`src/rtl/xa_sector_scheduler_if.sv`:
```
// Coding-byte type shared by the CD front end and the audio player, plus the
// bundle of sector, host and player signals around xa_sector_scheduler.
package xa_sector_pkg;
  // CD-XA subheader coding byte, MSB first.
  typedef struct packed {
    logic       reserved;
    logic       emphasis;
    logic [1:0] bits_per_sample;
    logic [1:0] sample_rate;
    logic [1:0] channels;
  } header_coding_s;
endpackage

interface xa_sector_scheduler_if #(
  parameter int QUEUE_DEPTH = 4
);
  import xa_sector_pkg::*;

  localparam int LVL_W = $clog2(QUEUE_DEPTH) + 1;

  logic                 sector_valid;
  logic [12:0]          sector_addr;
  header_coding_s       sector_coding;
  logic                 audiomap_req;
  logic                 audiomap_stop;
  logic                 player_idle;
  logic                 audiomap_active;
  logic                 start_playback;
  logic [12:0]          playback_addr;
  header_coding_s       cd_audio_coding;
  logic                 enable_audiomap;
  logic                 disable_audiomap;
  logic                 sector_done;
  logic [LVL_W-1:0]     queue_level;
  logic [7:0]           drop_count;
  logic                 stall_err;

  modport master (
    input  sector_valid, sector_addr, sector_coding,
    input  audiomap_req, audiomap_stop, player_idle, audiomap_active,
    output start_playback, playback_addr, cd_audio_coding,
    output enable_audiomap, disable_audiomap, sector_done,
    output queue_level, drop_count, stall_err
  );

  modport slave (
    output sector_valid, sector_addr, sector_coding,
    output audiomap_req, audiomap_stop, player_idle, audiomap_active,
    input  start_playback, playback_addr, cd_audio_coding,
    input  enable_audiomap, disable_audiomap, sector_done,
    input  queue_level, drop_count, stall_err
  );
endinterface

```
`src/rtl/xa_sector_scheduler.sv`:
```
// Queues completed XA audio sectors and hands them to the player one at a time,
// serialising CD playback against host audiomap playback.
module xa_sector_scheduler
  import xa_sector_pkg::*;
#(
  parameter int QUEUE_DEPTH  = 4,
  parameter int BUSY_TIMEOUT = 16
) (
  input  logic                  clk,
  input  logic                  reset,
  xa_sector_scheduler_if.master bus
);

  localparam int PTR_W = $clog2(QUEUE_DEPTH);
  localparam int LVL_W = PTR_W + 1;
  localparam int TMO_W = $clog2(BUSY_TIMEOUT + 1);

  typedef enum logic [2:0] {
    IDLE,
    ISSUE,
    WAIT_BUSY,
    WAIT_IDLE,
    MAP_ENABLE,
    MAP_ACTIVE
  } state_e;

  state_e           state_q, state_d;
  logic [PTR_W-1:0] rd_ptr_q, rd_ptr_d;
  logic [PTR_W-1:0] wr_ptr_q, wr_ptr_d;
  logic [LVL_W-1:0] count_q, count_d;
  logic [TMO_W-1:0] tmo_q, tmo_d;
  logic             map_pend_q, map_pend_d;
  logic             seen_q, seen_d;
  logic             start_q, start_d;
  logic [12:0]      addr_q, addr_d;
  header_coding_s   coding_q, coding_d;
  logic             en_q, en_d;
  logic             dis_q, dis_d;
  logic             done_q, done_d;
  logic [7:0]       drop_q, drop_d;
  logic             stall_q, stall_d;

  logic [12:0]      addr_mem   [QUEUE_DEPTH];
  header_coding_s   coding_mem [QUEUE_DEPTH];

  logic             map_mode;
  logic             full;
  logic             empty;
  logic             pop;
  logic             flush;
  logic             push;
  logic             drop_now;
  logic [LVL_W-1:0] flushed;

  function automatic logic [7:0] sat_add8(input logic [7:0] a, input logic [9:0] b);
    logic [9:0] s;
    s = {2'b00, a} + b;
    return (s > 10'd255) ? 8'hFF : s[7:0];
  endfunction

  assign map_mode = (state_q == MAP_ENABLE) || (state_q == MAP_ACTIVE);
  assign full     = (count_q == LVL_W'(QUEUE_DEPTH));
  assign empty    = (count_q == '0);

  always_comb begin
    state_d    = state_q;
    tmo_d      = tmo_q;
    seen_d     = seen_q;
    map_pend_d = map_pend_q | (bus.audiomap_req & ~map_mode);
    start_d    = 1'b0;
    addr_d     = addr_q;
    coding_d   = coding_q;
    en_d       = 1'b0;
    dis_d      = 1'b0;
    done_d     = 1'b0;
    stall_d    = stall_q;
    pop        = 1'b0;
    flush      = 1'b0;

    case (state_q)
      IDLE: begin
        if (map_pend_q) begin
          state_d    = MAP_ENABLE;
          en_d       = 1'b1;
          map_pend_d = 1'b0;
        // Holding off one cycle after sector_done spaces back-to-back issues.
        end else if (!empty && bus.player_idle && !done_q) begin
          state_d  = ISSUE;
          start_d  = 1'b1;
          addr_d   = addr_mem[rd_ptr_q];
          coding_d = coding_mem[rd_ptr_q];
        end
      end
      ISSUE: begin
        pop     = 1'b1;
        tmo_d   = '0;
        state_d = WAIT_BUSY;
      end
      WAIT_BUSY: begin
        if (!bus.player_idle) begin
          state_d = WAIT_IDLE;
        end else if (tmo_q == TMO_W'(BUSY_TIMEOUT - 1)) begin
          stall_d = 1'b1;
          state_d = IDLE;
        end else begin
          tmo_d = tmo_q + TMO_W'(1);
        end
      end
      WAIT_IDLE: begin
        if (bus.player_idle) begin
          done_d  = 1'b1;
          state_d = IDLE;
        end
      end
      MAP_ENABLE: begin
        flush   = 1'b1;
        seen_d  = 1'b0;
        state_d = MAP_ACTIVE;
      end
      MAP_ACTIVE: begin
        dis_d = bus.audiomap_stop;
        if (bus.audiomap_active) begin
          seen_d = 1'b1;
        end else if (seen_q) begin
          state_d = IDLE;
        end
      end
      default: state_d = IDLE;
    endcase
  end

  // A full queue still accepts a push when the head leaves in the same cycle.
  always_comb begin
    push     = bus.sector_valid && !map_mode && (!full || pop);
    drop_now = bus.sector_valid && !push;
    wr_ptr_d = wr_ptr_q;
    rd_ptr_d = rd_ptr_q;
    flushed  = '0;
    if (flush) begin
      rd_ptr_d = wr_ptr_q;
      count_d  = '0;
      flushed  = count_q;
    end else begin
      if (push) wr_ptr_d = wr_ptr_q + PTR_W'(1);
      if (pop)  rd_ptr_d = rd_ptr_q + PTR_W'(1);
      count_d = count_q + LVL_W'(push) - LVL_W'(pop);
    end
    drop_d = sat_add8(drop_q, 10'(flushed) + 10'(drop_now));
  end

  always_ff @(posedge clk) begin
    if (reset) begin
      state_q    <= IDLE;
      rd_ptr_q   <= '0;
      wr_ptr_q   <= '0;
      count_q    <= '0;
      tmo_q      <= '0;
      map_pend_q <= 1'b0;
      seen_q     <= 1'b0;
      start_q    <= 1'b0;
      addr_q     <= '0;
      coding_q   <= '0;
      en_q       <= 1'b0;
      dis_q      <= 1'b0;
      done_q     <= 1'b0;
      drop_q     <= '0;
      stall_q    <= 1'b0;
    end else begin
      state_q    <= state_d;
      rd_ptr_q   <= rd_ptr_d;
      wr_ptr_q   <= wr_ptr_d;
      count_q    <= count_d;
      tmo_q      <= tmo_d;
      map_pend_q <= map_pend_d;
      seen_q     <= seen_d;
      start_q    <= start_d;
      addr_q     <= addr_d;
      coding_q   <= coding_d;
      en_q       <= en_d;
      dis_q      <= dis_d;
      done_q     <= done_d;
      drop_q     <= drop_d;
      stall_q    <= stall_d;
    end
  end

  always_ff @(posedge clk) begin
    if (push) begin
      addr_mem[wr_ptr_q]   <= bus.sector_addr;
      coding_mem[wr_ptr_q] <= bus.sector_coding;
    end
  end

  assign bus.start_playback   = start_q;
  assign bus.playback_addr    = addr_q;
  assign bus.cd_audio_coding  = coding_q;
  assign bus.enable_audiomap  = en_q;
  assign bus.disable_audiomap = dis_q;
  assign bus.sector_done      = done_q;
  assign bus.queue_level      = count_q;
  assign bus.drop_count       = drop_q;
  assign bus.stall_err        = stall_q;

endmodule

```
`src/flat_wrapper.sv`:
```
// flat-port wrapper written by rule: the top's interface ports become plain ports
module xa_sector_scheduler_flat import xa_sector_pkg::*;
#(
  parameter int QUEUE_DEPTH  = 4,
  parameter int BUSY_TIMEOUT = 16
)
  (clk, reset, bus_sector_valid, bus_sector_addr, bus_sector_coding, bus_audiomap_req, bus_audiomap_stop, bus_player_idle, bus_audiomap_active, bus_start_playback, bus_playback_addr, bus_cd_audio_coding, bus_enable_audiomap, bus_disable_audiomap, bus_sector_done, bus_queue_level, bus_drop_count, bus_stall_err);
  xa_sector_scheduler_if #(.QUEUE_DEPTH(QUEUE_DEPTH)) bus_i ();
  input  logic clk;
  input  logic reset;
  input wire logic [$bits(bus_i.sector_valid)-1:0] bus_sector_valid;
  input wire logic [$bits(bus_i.sector_addr)-1:0] bus_sector_addr;
  input wire logic [$bits(bus_i.sector_coding)-1:0] bus_sector_coding;
  input wire logic [$bits(bus_i.audiomap_req)-1:0] bus_audiomap_req;
  input wire logic [$bits(bus_i.audiomap_stop)-1:0] bus_audiomap_stop;
  input wire logic [$bits(bus_i.player_idle)-1:0] bus_player_idle;
  input wire logic [$bits(bus_i.audiomap_active)-1:0] bus_audiomap_active;
  output wire logic [$bits(bus_i.start_playback)-1:0] bus_start_playback;
  output wire logic [$bits(bus_i.playback_addr)-1:0] bus_playback_addr;
  output wire logic [$bits(bus_i.cd_audio_coding)-1:0] bus_cd_audio_coding;
  output wire logic [$bits(bus_i.enable_audiomap)-1:0] bus_enable_audiomap;
  output wire logic [$bits(bus_i.disable_audiomap)-1:0] bus_disable_audiomap;
  output wire logic [$bits(bus_i.sector_done)-1:0] bus_sector_done;
  output wire logic [$bits(bus_i.queue_level)-1:0] bus_queue_level;
  output wire logic [$bits(bus_i.drop_count)-1:0] bus_drop_count;
  output wire logic [$bits(bus_i.stall_err)-1:0] bus_stall_err;
  assign bus_i.sector_valid = bus_sector_valid;
  assign bus_i.sector_addr = bus_sector_addr;
  assign bus_i.sector_coding = bus_sector_coding;
  assign bus_i.audiomap_req = bus_audiomap_req;
  assign bus_i.audiomap_stop = bus_audiomap_stop;
  assign bus_i.player_idle = bus_player_idle;
  assign bus_i.audiomap_active = bus_audiomap_active;
  assign bus_start_playback = bus_i.start_playback;
  assign bus_playback_addr = bus_i.playback_addr;
  assign bus_cd_audio_coding = bus_i.cd_audio_coding;
  assign bus_enable_audiomap = bus_i.enable_audiomap;
  assign bus_disable_audiomap = bus_i.disable_audiomap;
  assign bus_sector_done = bus_i.sector_done;
  assign bus_queue_level = bus_i.queue_level;
  assign bus_drop_count = bus_i.drop_count;
  assign bus_stall_err = bus_i.stall_err;
  xa_sector_scheduler #(.QUEUE_DEPTH(QUEUE_DEPTH), .BUSY_TIMEOUT(BUSY_TIMEOUT)) u_core (.clk(clk), .reset(reset), .bus(bus_i));
endmodule
```
`config.mk`:
```
export PLATFORM = sky130hd
export DESIGN_NAME = xa_sector_scheduler_flat
export DESIGN_NICKNAME = d
export VERILOG_FILES = /design/src/rtl/xa_sector_scheduler_if.sv /design/src/rtl/xa_sector_scheduler.sv /design/src/flat_wrapper.sv
export SDC_FILE = /design/constraint.sdc
export NUM_CORES = 1
export LEC_CHECK = 0
export CAP_MARGIN = 10
export CORE_UTILIZATION = 59
export CTS_CLUSTER_DIAMETER = 100
export DETAILED_ROUTE_END_ITERATION = 7
export HOLD_SLACK_MARGIN = 0.1
export PLACE_DENSITY = 0.92
export SLEW_MARGIN = 20
export SYNTH_ARGS = -nofsm -noshare
export SYNTH_HDL_FRONTEND = slang
export SYNTH_SLANG_ARGS = --single-unit
```
`constraint.sdc`:
```
create_clock -name clk -period 8.8 [get_ports clk]
set_input_delay 1.76 -clock clk [delete_from_list [all_inputs] [get_ports clk]]
set_output_delay 1.76 -clock clk [all_outputs]
set_load 0.05 [all_outputs]
```
==> Yosys cells after proc, flatten, opt, wreduce, memory -nomap -nowiden <==
Memories as Yosys holds them, arrays and structs flattened. A register that Yosys moved wholly into a read port is not among the register bits.
Index checks and enable logic that the tools add are counted.
Widths: inputs -> output; s select.
{ "totals": {"register_bits": 30, "ram_bits": 84, "input_bits": 28, "out_inout_bits": 37, "wordCells": 100, "mem_count": 2} }
{ "memory_table": {"columns": ["memory", "depth", "word_bits", "read_ports", "rd_ports_with_merged_regs", "wr", "line_no", "text"], "rows": [
  ["u_core.addr_mem", 4, 13, 1, 1, 1, "xa_sector_scheduler.sv:43", "logic [12:0] addr_mem [QUEUE_DEPTH];"],
  ["u_core.coding_mem", 4, 8, 1, 1, 1, "xa_sector_scheduler.sv:44", "header_coding_s coding_mem [QUEUE_DEPTH];"]
]} }
{ "classes": {"add_sub_neg": 7, "order_cmp": 1, "n_eq_ne": 15, "muxes": 26, "bitwise": 8, "n_reduce_logical": 28} }
{ "ops": {"columns": ["op", "n"], "rows": [
  ["$mux 3", 8],
  ["$pmux 3 s6", 1],
  ["$add 8x10->10", 1],
  ["$gt 10x8->1 const B", 1],
  ["$mux 1", 10],
  ["$mux 5", 2],
  ["$ne 2x2->1 const B", 5],
  ["$pmux 5 s2", 1],
  ["$eq 3x3->1 const B", 3],
  ["$reduce_and 3->1", 3],
  ["$mux 8", 1],
  ["$reduce_or 2->1", 4],
  ["$eq 3x2->1 const B", 2],
  ["$logic_not 3->1", 2],
  ["$not 1->1", 6],
  ["$reduce_bool 2->1", 3],
  ["$add 5x1->5 const B", 1],
  ["$eq 5x4->1 const B", 1],
  ["$logic_and 1x1->1", 5],
  ["$logic_not 1->1", 5],
  ["$reduce_and 5->1", 1],
  ["$add 2x1->2 const B", 2],
  ["$add 3x1->4", 1],
  ["$mux 2", 2],
  ["other kinds (12)", 14]
]} }

==> Logic depth before layout (Yosys ltp) <==
{ "depth": {"ltp_word": 11, "ltp_mapped": 13, "mapped_depth_nobuf": 11} }

==> Worst setup path before layout <==
No wires, ideal clock.
{ "synth_timing": {"path_kind": "input-to-reg", "from": "input bus_sector_valid", "to": "register u_core.drop_q[5], in the netlist u_core.bus.drop_count[5]", "setup_ns": 0.091, "arrival_time_ns": 3.838, "t_required_ns": 8.709, "slack_ns": 4.871, "cell_stages": 11, "n_path_buf": 1, "path_cell_list": "o211a_1 -> buf_4 -> nor2b_1 -> ha_1 -> ha_1 -> inv_1 -> fa_1 -> nand2b_1 -> a21oi_1 -> nand2b_1 -> a311oi_1"} }
{ "synth_between": {"elab_chain_len": 8} }
{ "synth_rtl": {"columns": ["item", "line_no", "text"], "rows": [
  ["from (decl)", "flat_wrapper.sv:11", "input wire logic [$bits(bus_i.sector_valid)-1:0] bus_sector_valid;"],
  ["$logic_and 1x1->1 (2 in series)", "xa_sector_scheduler.sv:134", "push = bus.sector_valid && !map_mode && (!full || pop);"],
  ["$logic_not 1->1", "xa_sector_scheduler.sv:135", "drop_now = bus.sector_valid && !push;"],
  ["$logic_and 1x1->1 *", "xa_sector_scheduler.sv:135", null],
  ["$add 3x1->4 *", "xa_sector_scheduler.sv:148", "drop_d = sat_add8(drop_q, 10'(flushed) + 10'(drop_now));"],
  ["$add 8x10->10 *", "xa_sector_scheduler.sv:57", "s = {2'b00, a} + b;"],
  ["$gt 10x8->1", "xa_sector_scheduler.sv:58", "return (s > 10'd255) ? 8'hFF : s[7:0];"],
  ["$mux 8 *", "xa_sector_scheduler.sv:58", null],
  ["to (signal assigned)", "xa_sector_scheduler.sv:182", "drop_q <= drop_d;"],
  ["to (decl)", "xa_sector_scheduler.sv:40", "logic [7:0] drop_q, drop_d;"]
]} }
Every way passes the cells marked *; elsewhere a longest branch is shown, timed or not.
A chain may end at the register's enable or synchronous reset.

==> Worst setup path in the final report <==
Ends and elaborated chain as after synthesis.

==> flow_summary.toml <==
[power_and_ir_drop]
power_density_nw_per_um2 = 319
power_switching_mw = 0.693
netSwitchingFraction = 0.327
share_seq_of_total_power = 0.422
leakagePower_nw = 2.26
intPower_mw = 1.43
power.total_mw = 2.12
ir_worst_vdd_uv = 209
power.share.clock = 0.320
comb_power_share = 0.258

[global_route]
number_of_global_route_vias_before_repair = 3609
gr-usage-all-layers = 0.253
first_pass_grt_wire_length_um = 17900
grt_overflow = 0
antenna_found_initial = 0
grt_max_degree = 52

[floorplanning]
floorplan.die.height_um = 97.7
start_util = 0.614
die-width_um = 97.7
ios = 65
row_count = 34
die_area_um2 = 9550
core-area_um2 = 8810

[worst_setup_path]
cp_data_arrival_time_ps = 4750
regToRegSetupSlack_ps = 4970
worstSetupEndpointType = "register"
worst_setup_path_start_kind = "input pin"
crit-reg2reg-launch = "u_core.state_q[0]"
worstSetupPathType = "in2reg"
critical_path.max_fanout = 8
crit_required_ps = 9210
crit_start = "bus_sector_valid"

[clocking]
cts.sinks = 135
post_cts_resize_count = 0
cts-buffers-inserted = 17
post-cts-setup-buffers = 0
tritoncts = "yes"
clockRootBuffer = "sky130_fd_sc_hd__clkbuf_8"
ctsHoldBuffers = 0
cts.clk_slew.worst_paths_ps = 60
clock_latency_on_the_worst_skew_pair_ps = 520
cts_max_path_buffers = 2
cts_htree_levels = 4

[logic_synthesis]
synth-seq-area-share = 0.656
share_of_the_synthesized_area_in_the_top_cell_type = 0.467
synth_top_family_by_area = "simple AND/OR/NAND/NOR gates"
fraction_of_the_mapped_netlist_area_in_compound_gates = 0.0676
synth_enable_flop_cells = 84
synth_xor_area_frac = 0.0146
synth.largest_area_cell = "sky130_fd_sc_hd__edfxtp_1"
synthDistinctLibCells = 47
postSynthCellCount = 385
post_synth_instance_area_um2 = 5400
synthMuxAreaShare = 0.0912
yosys.area_share.simple = 0.101
post_synth_fa_ha_maj_area_fraction = 0.0398
postSynth.asyncResetShare = 0
ys.flop_type = "sky130_fd_sc_hd__edfxtp_1"
syn-mean-instance-area_um2 = 14.0
synthesis.nets = 429
synth-warning-count = 0
yosys-top-cells-area = "sky130_fd_sc_hd__edfxtp_1 47%, sky130_fd_sc_hd__dfxtp_1 19%, sky130_fd_sc_hd__mux4_2 8.8%"
synth-seq-cells = 135

[routing]
initialDrtViolationCount = 194
detail-route-antenna-nets = 0
wl_per_cell_um = 19.7
routed-via-count = 3405
detail_route.vias_per_cell = 5.97
wirelength_um = 11200
detail_route.drc_violations = 12
drt-pass1-iter-count = 6

[timing]
finalCritPeriodShare = 0.492
maxSlewHeadroom = 0.274
fin_tns_setup_ps = 0
count_of_pins_over_their_slew_limit = 0
rsz_0062_raised_after_global_routing = "no"
finalSetupViolations = 0
clock_skew_ps = 8.88
min_tclk_post_route_ps = 4330
max_freq_mhz = 231
hold_viol_final = 0
worst_slew_pin_slew_ps = 1090

[outcome]
outcome = "finished with violations"
violations = "design-rule violations"

[placement]
placement.cell_area_um2 = 6070
io_buffer_count = 64
detailedPlacementHpwl_um = 6370
globalplace.congestion = 0.855

[run]
number_of_maximum_capacitance_constraint_violations = 0

[final_layout]
post_route_cells_drive_above_1_share = 0.136
final_area_um2 = 6650
layout.core_utilization = 0.755
area_delta_synth_final_pct = 23.0
mostFrequentLayoutCells = "84 x sky130_fd_sc_hd__edfxtp_1, 63 x sky130_fd_sc_hd__clkdlybuf4s50_1, 49 x sky130_fd_sc_hd__dfxtp_1"
nNetsFinal = 493
number_of_antenna_cells_inserted = 0
layout.cells.most_common = "sky130_fd_sc_hd__edfxtp_1"

[min_path]
hold_startpoint = "u_core.bus.cd_audio_coding[0]"
timing.hold.worst.class = "reg2reg"
worst max-delay path, stage by stage:
cell and delay (ps):
sky130_fd_sc_hd__clkdlybuf4s50_1 490, sky130_fd_sc_hd__o211a_1 310, sky130_fd_sc_hd__nor2b_1 90, sky130_fd_sc_hd__ha_1 210, sky130_fd_sc_hd__ha_1 300, sky130_fd_sc_hd__inv_1 60, sky130_fd_sc_hd__fa_1 430, sky130_fd_sc_hd__nand2b_1 170
sky130_fd_sc_hd__a21oi_1 390, sky130_fd_sc_hd__nand2b_1 220, sky130_fd_sc_hd__a311oi_1 310
registers in the layout (all words and copies together) (netlist names), 2 cells and up:
name and cells:
u_core.wr_ptr_q 2, u_core.state_q 3, u_core.coding_mem 32, u_core.bus.playback_addr 13, u_core.bus.cd_audio_coding 8, u_core.bus.drop_count 8
u_core.tmo_q 5, u_core.bus.queue_level 3, u_core.addr_mem 52, u_core.rd_ptr_q 2
per-stage QoR:
stage / hold slack, ps / worst slack, ps / std cells
global route: 476 / 4310 / 570
floorplan: 460 / 4870 / 385
global placement: 443 / 4190 / 538
finish: 460 / 4470 / 570
CTS: 459 / 4500 / 570
detailed placement: 451 / 4010 / 538
metal layers:
| layer | GRT usage | up-vias | routed length [um] |
|---|---|---|---|
| met1 | 0.289 | 1681 | 4220 |
| met3 | 0.0547 | 18 | 701 |
| met4 | 0.139 | 0 | 139 |
| met5 | 0 | - | 0 |
| met2 | 0.445 | 144 | 6140 |
| li1 | - | 1562 | - |
cell type report:
| cell class | count | area, um2 |
|---|---|---|
| flip-flops and latches | 135 | 3550 |
| fillers | 492 | 2160 |
| multi-input cells | 216 | 1700 |
| repair buffers | 65 | 643 |
| clock buffers | 18 | 418 |
| clock inverters | 14 | 150 |
| well taps | 108 | 135 |
| inverters | 14 | 52.6 |
synth_stat cells, types with 4 or more instances:
library cell	number
sky130_fd_sc_hd__a211oi_1	7
sky130_fd_sc_hd__a21oi_1	34
sky130_fd_sc_hd__a31oi_1	4
sky130_fd_sc_hd__and2_1	6
sky130_fd_sc_hd__and3_1	4
sky130_fd_sc_hd__buf_2	5
sky130_fd_sc_hd__clkbuf_1	10
sky130_fd_sc_hd__dfxtp_1	51
sky130_fd_sc_hd__edfxtp_1	84
sky130_fd_sc_hd__ha_1	14
sky130_fd_sc_hd__inv_1	14
sky130_fd_sc_hd__mux4_2	21
sky130_fd_sc_hd__nand2_1	46
sky130_fd_sc_hd__nand2b_1	8
sky130_fd_sc_hd__nor2_1	11
sky130_fd_sc_hd__nor3_1	11
sky130_fd_sc_hd__o21ai_0	4
sky130_fd_sc_hd__xnor2_1	5
sky130_fd_sc_hd__xor2_1	4
cell families after synthesis:
family                   Yosys count
AO/OA/AOI/OAI                     61
XOR/XNOR                           9
adder cells (fa/ha/maj)           16
buffers and inverters             34
flip-flops                       135
multiplexers                      23
AND/OR/NAND/NOR                  107
power groups by stage:
stage	Clock [mW]	Combinational, mW	Sequential (mW)
after floorplan	0	0.355	0.938
after global placement	0	0.520	0.898
after detailed placement	0	0.540	0.906
after CTS	0.687	0.552	0.897
after global routing	0.710	0.590	0.911
final	0.679	0.548	0.895
path summary, 6_finish.rpt:
check                                       end  depth (start not counted)
hold / removal    u_core.bus.cd_audio_coding[0]                          2
setup / recovery       u_core.bus.drop_count[5]                         11
setup reg to reg       u_core.bus.drop_count[5]                         11
hold reg to reg   u_core.bus.cd_audio_coding[0]                          2
(Power assumes the default switching activity.)
